### config.mk
export PLATFORM = sky130hd
export DESIGN_NAME = uart_resp_packer
export DESIGN_NICKNAME = d
export VERILOG_FILES = /design/src/rtl/uart_alu_pkg.sv /design/src/rtl/uart_resp_packer.sv
export SDC_FILE = /design/constraint.sdc
export NUM_CORES = 1
export LEC_CHECK = 0
export CAP_MARGIN = 20
export CORE_UTILIZATION = 47
export CTS_CLUSTER_SIZE = 14
export DETAILED_ROUTE_END_ITERATION = 7
export GPL_ROUTABILITY_DRIVEN = 0
export PLACE_DENSITY = 0.87
export RECOVER_POWER = 25
export SLEW_MARGIN = 15
export SYNTH_ARGS = -nofsm -noshare
export SYNTH_HDL_FRONTEND = slang
export SYNTH_SLANG_ARGS = --single-unit
### constraint.sdc
create_clock -name clk_i -period 2.5 [get_ports clk_i]
set_input_delay 0.5 -clock clk_i [delete_from_list [all_inputs] [get_ports clk_i]]
set_output_delay 0.5 -clock clk_i [all_outputs]
set_load 0.01 [all_outputs]
### src/rtl/uart_alu_pkg.sv
// Shared definitions for the UART ALU: opcodes, frame sizes and the
// response-packer state type.
package uart_alu_pkg;

  localparam logic [7:0] OP_ECHO = 8'hEC;
  localparam logic [7:0] OP_ADD  = 8'hA0;
  localparam logic [7:0] OP_MUL  = 8'hA1;
  localparam logic [7:0] OP_DIV  = 8'hA2;

  localparam int HDR_BYTES    = 4;
  localparam int RESULT_BYTES = 4;

  typedef enum logic [1:0] {
    IDLE,
    HDR,
    BODY
  } resp_state_e;

  function automatic logic is_known_op(input logic [7:0] op);
    return (op == OP_ECHO) || (op == OP_ADD) || (op == OP_MUL) || (op == OP_DIV);
  endfunction

endpackage

### src/rtl/uart_resp_packer.sv
// Return-path framer: turns one accepted command (echo stream or 32-bit ALU
// result) into a byte stream for the UART transmitter.
module uart_resp_packer
  import uart_alu_pkg::*;
#(
  parameter int          SEND_HEADER = 1,
  parameter logic [15:0] MAX_LEN     = 16'hFFFF
) (
  input  logic        clk_i,
  input  logic        rst_i,
  input  logic        cmd_valid_i,
  output logic        cmd_ready_o,
  input  logic [7:0]  cmd_opcode_i,
  input  logic [15:0] cmd_len_i,
  input  logic [31:0] cmd_result_i,
  input  logic        echo_valid_i,
  output logic        echo_ready_o,
  input  logic [7:0]  echo_data_i,
  output logic        tx_valid_o,
  input  logic        tx_ready_i,
  output logic [7:0]  tx_data_o,
  output logic        busy_o,
  output logic        bad_op_o
);

  localparam logic [1:0] HDR_LAST    = 2'(HDR_BYTES - 1);
  localparam logic [1:0] RESULT_LAST = 2'(RESULT_BYTES - 1);

  resp_state_e state;
  logic [7:0]  opcode_q;
  logic [15:0] len_q;
  logic [15:0] cnt;
  logic [31:0] result_q;
  logic [1:0]  idx;
  logic        is_echo;
  logic        tx_fire;
  logic        cmd_echo;
  logic [15:0] cmd_len_eff;

  assign cmd_echo    = (cmd_opcode_i == OP_ECHO);
  assign cmd_len_eff = !cmd_echo ? 16'(RESULT_BYTES) :
                       (cmd_len_i > MAX_LEN) ? MAX_LEN : cmd_len_i;

  assign cmd_ready_o = (state == IDLE) && !rst_i;
  assign busy_o      = (state != IDLE);
  assign tx_fire     = tx_valid_o && tx_ready_i;

  // Output byte mux; echo payload bypasses all registers.
  always_comb begin
    tx_valid_o   = 1'b0;
    tx_data_o    = 8'h00;
    echo_ready_o = 1'b0;
    case (state)
      HDR: begin
        tx_valid_o = 1'b1;
        case (idx)
          2'd0:    tx_data_o = opcode_q;
          2'd1:    tx_data_o = 8'h00;
          2'd2:    tx_data_o = len_q[7:0];
          default: tx_data_o = len_q[15:8];
        endcase
      end
      BODY: begin
        if (is_echo) begin
          if (cnt != 16'd0) begin
            tx_valid_o   = echo_valid_i;
            tx_data_o    = echo_data_i;
            echo_ready_o = tx_ready_i;
          end
        end else begin
          tx_valid_o = 1'b1;
          tx_data_o  = result_q[{idx, 3'b000} +: 8];
        end
      end
      default: ;
    endcase
  end

  always_ff @(posedge clk_i or posedge rst_i) begin
    if (rst_i) begin
      state    <= IDLE;
      opcode_q <= 8'h00;
      len_q    <= 16'd0;
      cnt      <= 16'd0;
      result_q <= 32'd0;
      idx      <= 2'd0;
      is_echo  <= 1'b0;
      bad_op_o <= 1'b0;
    end else begin
      bad_op_o <= 1'b0;
      case (state)
        IDLE: begin
          if (cmd_valid_i) begin
            if (is_known_op(cmd_opcode_i)) begin
              opcode_q <= cmd_opcode_i;
              is_echo  <= cmd_echo;
              len_q    <= cmd_len_eff;
              cnt      <= cmd_len_eff;
              result_q <= cmd_result_i;
              idx      <= 2'd0;
              state    <= (SEND_HEADER != 0) ? HDR : BODY;
            end else begin
              bad_op_o <= 1'b1;
            end
          end
        end
        HDR: begin
          if (tx_fire) begin
            idx <= idx + 2'd1;
            if (idx == HDR_LAST) state <= (len_q == 16'd0) ? IDLE : BODY;
          end
        end
        BODY: begin
          if (is_echo) begin
            // A zero-length echo without header leaves here straight away.
            if (cnt == 16'd0) begin
              state <= IDLE;
            end else if (tx_fire) begin
              cnt <= cnt - 16'd1;
              if (cnt == 16'd1) state <= IDLE;
            end
          end else if (tx_fire) begin
            idx <= idx + 2'd1;
            if (idx == RESULT_LAST) state <= IDLE;
          end
        end
        default: state <= IDLE;
      endcase
    end
  end

endmodule

---- Word-level counts from Yosys, hierarchy flattened ----
Index checks and enable logic that the tools add are counted.
Widths: inputs -> output; s select.
operators by class
  add/sub/neg operators ................... 2
  $lt $le $gt $ge ......................... 1
  equal/unequal tests ..................... 22
  shift operators ......................... 1
  mux-type cells .......................... 38
  reductions and logical operators ........ 18
operators with widths
  kind                   count
  $mux 16                7
  $eq 8x8->1 const B     4
  $logic_not 16->1       2
  $pmux 16 s2            1
  $shiftx 32x6->8        1
  $mux 2                 15
  $pmux 8 s3             1
  $eq 16x1->1 const B    1
  $gt 16x16->1 const B   1
  $mux 8                 2
  $pmux 8 s2             1
  $reduce_bool 16->1     1
  $sub 16x1->16 const B  1
  $ne 2x2->1 const B     7
  $pmux 2 s3             2
  $ne 3x3->1 const B     3
  $mux 1                 8
  $reduce_and 8->1       1
  $eq 2x2->1 const B     3
  $reduce_and 6->1       1
  $eq 2x1->1 const B     2
  $logic_not 2->1        2
  $ne 4x4->1 const B     1
  $reduce_and 4->1       1
  other kinds (9)        13
storage, ports and cells
  register bits after elaboration ......... 78
  input port bits ......................... 69
  output and inout port bits .............. 13
  word-level logic and storage cells ...... 90

---- Longest topological paths before layout ----
Gate-level depths: netlist of the first run.
  depth in word-level cells ............... 9
  depth in mapped cells ................... 9
  mapped depth without buffers ............ 7

---- Least setup slack after synthesis of the first run ----
No wires, ideal clock.
  kind .................................... reg-to-output
  start point ............................. register cnt[0]
  end point ............................... output tx_data_o[0]
  arrival time ............................ 2.224 ns
  data required time ...................... 2.000 ns
  path slack .............................. -0.224 ns
  cell stages (with the launch flop) ...... 9
  buffers on the path ..................... 1
  cell sequence ........................... dfrtp_1 inv_1 ha_1 or3b_2 clkbuf_1 nor4_4 nor2_1 a222oi_1 nor2b_1
on the way
  word-level cells in the longest chain between the ends .. 4
RTL lines
  element                 line                     source
  start, declared         uart_resp_packer.sv:32   logic [15:0] cnt;
  start signal, assigned  uart_resp_packer.sv:98   cnt <= cmd_len_eff;
  start signal, assigned  uart_resp_packer.sv:119  cnt <= cnt - 16'd1;
  $reduce_bool 16->1      uart_resp_packer.sv:65   if (cnt != 16'd0) begin
  $mux 8                  uart_resp_packer.sv:65
  $mux 8                  uart_resp_packer.sv:64   if (is_echo) begin
  $pmux 8 s2              uart_resp_packer.sv:53   case (state)
  end, declared           uart_resp_packer.sv:21   output logic [7:0] tx_data_o,
Every way passes these cells.

---- Final worst setup path of the first run ----
  start point ............................. register cnt[11]
  end point ............................... output tx_data_o[5]
The elaborated chain is that of the path after synthesis.

==> out/metrics.yaml, run 1 <==
cp.required_ns: 2.00
grt_max_degree: 63
vias: 4048
combinationalPowerShare: 0.510
rsz0062_at_grt: "yes"
switching_share: 0.3911
cts_hold_buf: 0
antenna_left: 0
leakagePower_nw: 2.636
firstDrtPassIters: 5
slew_headroom: 0.4544
ys_seq_elements: 78
synth_ff_type: "dfrtp_1"
hpwl_mm: 9.126
wl_per_cell_um: 21.24
syn_to_final_growth_pct: 39.20
worst_slew_pin_slew_ns: 0.8183
drtIter0Drc: 507
fin_crit_sh: 1.201
setup_tns_ns: -4.470
crit_path_start_kind: "register"
io_pins: 82
overflow: 0
antenna_found_initial: 0
outcome: "finished, violations left"
r2r_cells: 11
min_period_ns: 3.001
syn_nets: 466
power_density_nw_per_um2: 918.3
ir_drop_mv: 0.5085
power.switching_mw: 2.106
synth_warnings: 0
critPathKind: "reg -> out"
drive_above_1_share: 0.3006
reg2reg_from: "cnt[11]"
worst_slack_ns: -0.5014
worst_r2r_endpoint: "cnt[9]"
grt_pass1_vias: 3963
io_buffers: 81
violations: "negative setup slack"
crit_arrival_ns: 2.50
core_area_sq_um: 8678
grt_pass1_wl_mm: 20.33
finalHoldViolations: 0
synth_cells: 388
cts_tree: "built"
hold_path_startpoint: "opcode_q[2]"
min_to: "opcode_q[2]"
seqPwrFrac: 0.307
power_frac_clock: 0.183
critical_path.max_fanout: 5
design_area_sq_um: 5864
die_y_um: 96.68
async_flop_share: 1.000
fp.dieW_um: 96.68
min-delay-path-class: "reg -> reg"
cts_buffer_depth: 2
clkLatencyLatePin_ns: 0.36
r2r_slack_ns: -0.11
grt_util_all_layers: 0.2776
finalSetupViolCount: 16
cap_violations: 0
hold_depth: 1
numCtsBuffers: 9
place_area_sq_um: 5498
syn_area_sq_um: 4213
synth_cell_types: 56
slew_viol_final: 0
internal_power_mw: 3.279
worst_clock_skew_ns: 0.008315
start_util: 0.4854
layout.nets: 592
rows: 34
end_kind: "output port"
max_freq_mhz: 333.2
via_per_inst: 6.456
synth-edff-count: 0
path_clk_slew_ns: 0.09
ys_seq_area_frac: 0.4633
root_buffer: "clkbuf_8"
cts_sinks: 78
avgSynthCellArea_sq_um: 10.86
antennaDiodeCount: 0
htree_num_levels: 3
die_area_sq_um: 9346
route.detailed.drc: 0
wl_mm: 13.32
[cell usage after synthesis, types with 3 or more instances]
library cell	instances	area, sq um
nor2b_1	11	68.82
nor2_1	18	67.56
mux2i_1	4	40.04
a21o_1	4	30.03
mux2_2	34	382.9
or4_1	4	30.03
a22oi_1	8	60.06
a31oi_1	4	25.02
o21ai_0	16	80.08
and2_1	6	37.54
nand3_1	3	15.01
clkbuf_1	26	97.59
dfrtp_1	78	1952
ha_1	9	112.6
a21oi_1	22	110.1
o31ai_1	4	30.03
o21a_1	3	22.52
nor4_1	10	62.56
inv_1	12	45.04
nand2_1	24	90.09
a32o_1	9	90.09
a222oi_1	8	80.08
nor3_1	10	50.05
a41o_1	4	40.04
a22o_1	7	61.31
a221oi_1	5	43.79
mux4_2	8	180.2
[worst max-delay path by stage]
stage | from | end | depth (start not counted)
4_1_cts | cnt[1] | tx_data_o[5] | 9
5_1_grt | cnt[5] | tx_data_o[5] | 7
2_1_floorplan | rst_i | bad_op_o | 1
3_3_place_gp | cnt[6] | tx_data_o[7] | 6
3_5_place_dp | cnt[6] | tx_data_o[5] | 6
6_report | cnt[11] | tx_data_o[5] | 7
[through the flow]
step,utilization,setup slack (ns),cells,hold WS [ns],power (mW)
2_1_floorplan,-,0.004969,388,0.4356,3.024
3_3_place_gp,0.6335,-0.3294,597,0.4529,3.880
3_5_place_dp,0.6335,-0.4247,597,0.4534,4.026
4_1_cts,0.6586,-0.5161,618,0.4821,5.059
5_1_grt,0.6758,-0.5723,627,0.5171,5.639
6_report,0.6758,-0.5014,627,0.4856,5.385
[flip-flops by register name, summed over array words and instances, names as in the netlist]
name / cells
result_q: 32
cnt: 16
len_q: 16
opcode_q: 8
idx: 2
state: 2
bad_op_o: 1
is_echo: 1
[cells in the final DEF (no fill, tap or decap), types with 3 or more instances in the layout]
cell / count
a22oi_1: 8
a221oi_2: 3
nand3_1: 3
a31oi_1: 4
nor2_1: 16
clkdlybuf4s50_1: 70
a222oi_1: 8
a32o_1: 9
o21a_1: 3
inv_1: 10
a21oi_1: 22
nor3_1: 8
clkbuf_8: 9
inv_6: 4
a21o_1: 4
o21ai_0: 15
nand2_1: 22
mux4_2: 8
ha_1: 6
and2_1: 5
mux2i_1: 4
buf_6: 5
a22o_1: 7
mux2_2: 34
nor2b_1: 11
o31ai_1: 4
buf_12: 4
buf_4: 54
dfrtp_1: 78
buf_2: 9
nor4_1: 10
a41o_1: 4
[logic make-up (layout without fill, tap and decap cells)]
family	count (synthesis)	in the layout	synth area share
muxes	46	46	0.1432
and+or+nand+nor	102	103	0.1334
adders and majority gates	9	9	0.02673
AOI/OAI and AO/OA	111	111	0.1945
buffers and inverters	42	172	0.03891
DFF	78	78	0.4633
[what timing repair did]
item,4_1_cts,5_1_grt
buffers inserted,5,9
cloned,1,0
pin swaps,10,19
setup endpoints to repair,12,21
gates resized for setup,46,25
[worst max-delay path, cell delays in order (launching register included)]
cell and delay, ns:
dfrtp_1 0.38, or4_1 0.61, nor4_4 0.29, buf_6 0.18, nor2_4 0.07, a222oi_1 0.38, nor2b_1 0.09, buf_2 0.15
[per-layer routing]
metal	share of wire	up-vias	GRT usage
met5	0	-	0
met1	0.38	1961	0.3453
met4	0.053	0	0.1837
met3	0.084	68	0.06214
met2	0.49	278	0.4345
li1	-	1741	-
[power groups by stage]
stage                     Clock [mW]  Combinational, mW  Sequential (mW)
after CTS                       1.00               2.41             1.64
after detailed placement           0               2.36             1.66
final                          0.988               2.74             1.65
after global placement             0               2.25             1.63
after floorplan                    0               1.36             1.66
after global routing            1.06               2.91             1.67
[final cells by class]
cell class              instances  area (sq um)
inverters                      12         45.04
well taps                     108         135.1
fillers                       627          2814
multi-input cells             269          2225
repair buffers                144          1305
clock inverters                 7         78.83
clock buffers                   9         123.9
flip-flops and latches         78          1952
Note: power is estimated with default switching activity, not from simulation.
==> run 2: changes to the inputs <==
Settings changed: CORE_MARGIN set to 2.
==> run 2 against run 1 <==
Against the previous run: the run still ends with negative setup slack left; largest power group unchanged; sequential power is essentially flat; sequential share of layout area down 0.15 points; setup slack better by 0.033 ns; critical endpoint is now tx_data_o[1]; largest cell class unchanged; fmax increased by 1.1%; combinational power about the same; clock skew up 0.0074 ns.
==> out/metrics.yaml, run 2 (synthesis gave the netlist of run 1 again) <==
dp.cells: 606
grt_pass1_vias: 4064
critPathKind: "reg -> out"
worst_slack_ns: -0.4689
io_pins: 82
slew_headroom: 0.4070
layout_common_cells: "78 x dfrtp_1, 70 x clkdlybuf4s50_1, 61 x buf_4"
max_freq_mhz: 336.8
min-delay-path-class: "reg -> reg"
violations: "negative setup slack"
power_frac_clock: 0.201
fin_crit_sh: 1.188
syn_to_final_growth_pct: 39.83
cts_hold_buf: 0
clkLatencyLatePin_ns: 0.38
crit_arrival_ns: 2.47
seqPwrFrac: 0.301
multi_input_area_sq_um: 2186
cts_buffer_depth: 2
critical_path.max_fanout: 9
fp.dieW_um: 98.68
power_density_nw_per_um2: 929.3
numCtsBuffers: 9
place_area_sq_um: 5590
design_area_sq_um: 5891
outcome: "finished, violations left"
die_area_sq_um: 9737
via_per_inst: 6.495
wl_per_cell_um: 21.73
drtIter0Drc: 491
worst_clock_skew_ns: 0.01568
start_util: 0.4831
rows: 34
layout.nets: 597
grt_util_all_layers: 0.2807
crit_path_start_kind: "register"
grt_max_degree: 31
final_cells: 632
overflow: 0
regArea_sq_um: 1952
path_clk_slew_ns: 0.08
worst_slew_pin_slew_ns: 0.8885
nFillCells: 577
power.switching_mw: 2.097
htree_num_levels: 3
combinationalPowerShare: 0.499
final_core_util: 0.6755
rsz0062_at_grt: "yes"
hpwl_mm: 9.537
antenna_left: 0
end_kind: "output port"
final_common_cell: "dfrtp_1"
reg_top3: "result_q (32), cnt (16), len_q (16)"
setup_tns_ns: -4.588
grt_pass1_wl_mm: 21.32
place_ws_ns: -0.4441
leakagePower_nw: 2.670
cts_sinks: 78
startpoint: "cnt[6]"
core_area_sq_um: 8721
cts_tree: "built"
finalHoldViolations: 0
switching_share: 0.3832
io_buffers: 81
wl_mm: 13.73
cp.required_ns: 2.00
largest_reg_flops: 32
antenna_found_initial: 0
cap_violations: 0
slew_viol_final: 0
ir_drop_mv: 0.3988
drive_above_1_share: 0.3034
firstDrtPassIters: 6
internal_power_mw: 3.377
antennaDiodeCount: 0
hold_path_startpoint: "opcode_q[5]"
route.detailed.drc: 0
reg2reg_from: "cnt[1]"
finalSetupViolCount: 22
vias: 4105
root_buffer: "clkbuf_8"
regMostFlops: "result_q"
min_period_ns: 2.969
die_y_um: 98.68
## run 2: power groups by stage
| stage | Combinational (mW) | Sequential (mW) | Clock [mW] |
|---|---|---|---|
| after floorplan | 1.36 | 1.66 | 0 |
| after global placement | 2.31 | 1.63 | 0 |
| after detailed placement | 2.43 | 1.66 | 0 |
| after CTS | 2.47 | 1.64 | 1.10 |
| after global routing | 2.88 | 1.67 | 1.15 |
| final | 2.73 | 1.65 | 1.10 |
## run 2: final timing paths
| check | end | slack [ns] | cells after the start |
|---|---|---|---|
| max | tx_data_o[1] | -0.47 | 7 |
| min | opcode_q[5] | 0.49 | 1 |
| max reg2reg | cnt[8] | -0.12 | 12 |
| min reg2reg | opcode_q[5] | 0.49 | 1 |
| max in group asynchronous | cnt[15] | 0.48 | 3 |
| min in group asynchronous | len_q[15] | 0.79 | 2 |
## run 2: area by class of cell
cell class | count | share of cell area
clock inverters | 6 | 0.01614
multi-input cells | 268 | 0.3711
inverters | 12 | 0.007647
repair buffers | 150 | 0.2275
flip-flops and latches | 78 | 0.3314
clock buffers | 10 | 0.02336
well taps | 108 | 0.02294
## run 2: stage by stage
step | power [mW] | hold WS (ns)
3_3_place_gp | 3.939 | 0.4525
3_5_place_dp | 4.085 | 0.4592
4_1_cts | 5.209 | 0.4809
6_report | 5.474 | 0.4931
5_1_grt | 5.704 | 0.5039
2_1_floorplan | 3.024 | 0.4356
## run 2: layer usage
metal  part of all wire  GRT usage  up-vias  wire [um]
met5                  0          0        -          0
met4              0.049     0.1275        0        674
met3              0.082    0.05035       64       1133
met2               0.50     0.4678      277       6826
met1               0.37     0.3589     2012       5100
li1                   -          -     1752          -
## run 2: worst max-delay path, stage by stage, from the launching register on
cell      delay [ns]
dfrtp_1         0.38
or4_4           0.57
nor4_4          0.28
buf_4           0.17
nor2_4          0.06
a222oi_1        0.38
nor2b_1         0.10
buf_2           0.16
## run 2: repair_timing
| item | CTS | global route |
|---|---|---|
| resized for setup | 48 | 11 |
| setup endpoints to repair | 10 | 30 |
| pin swaps | 12 | 7 |
| buffers inserted | 4 | 8 |
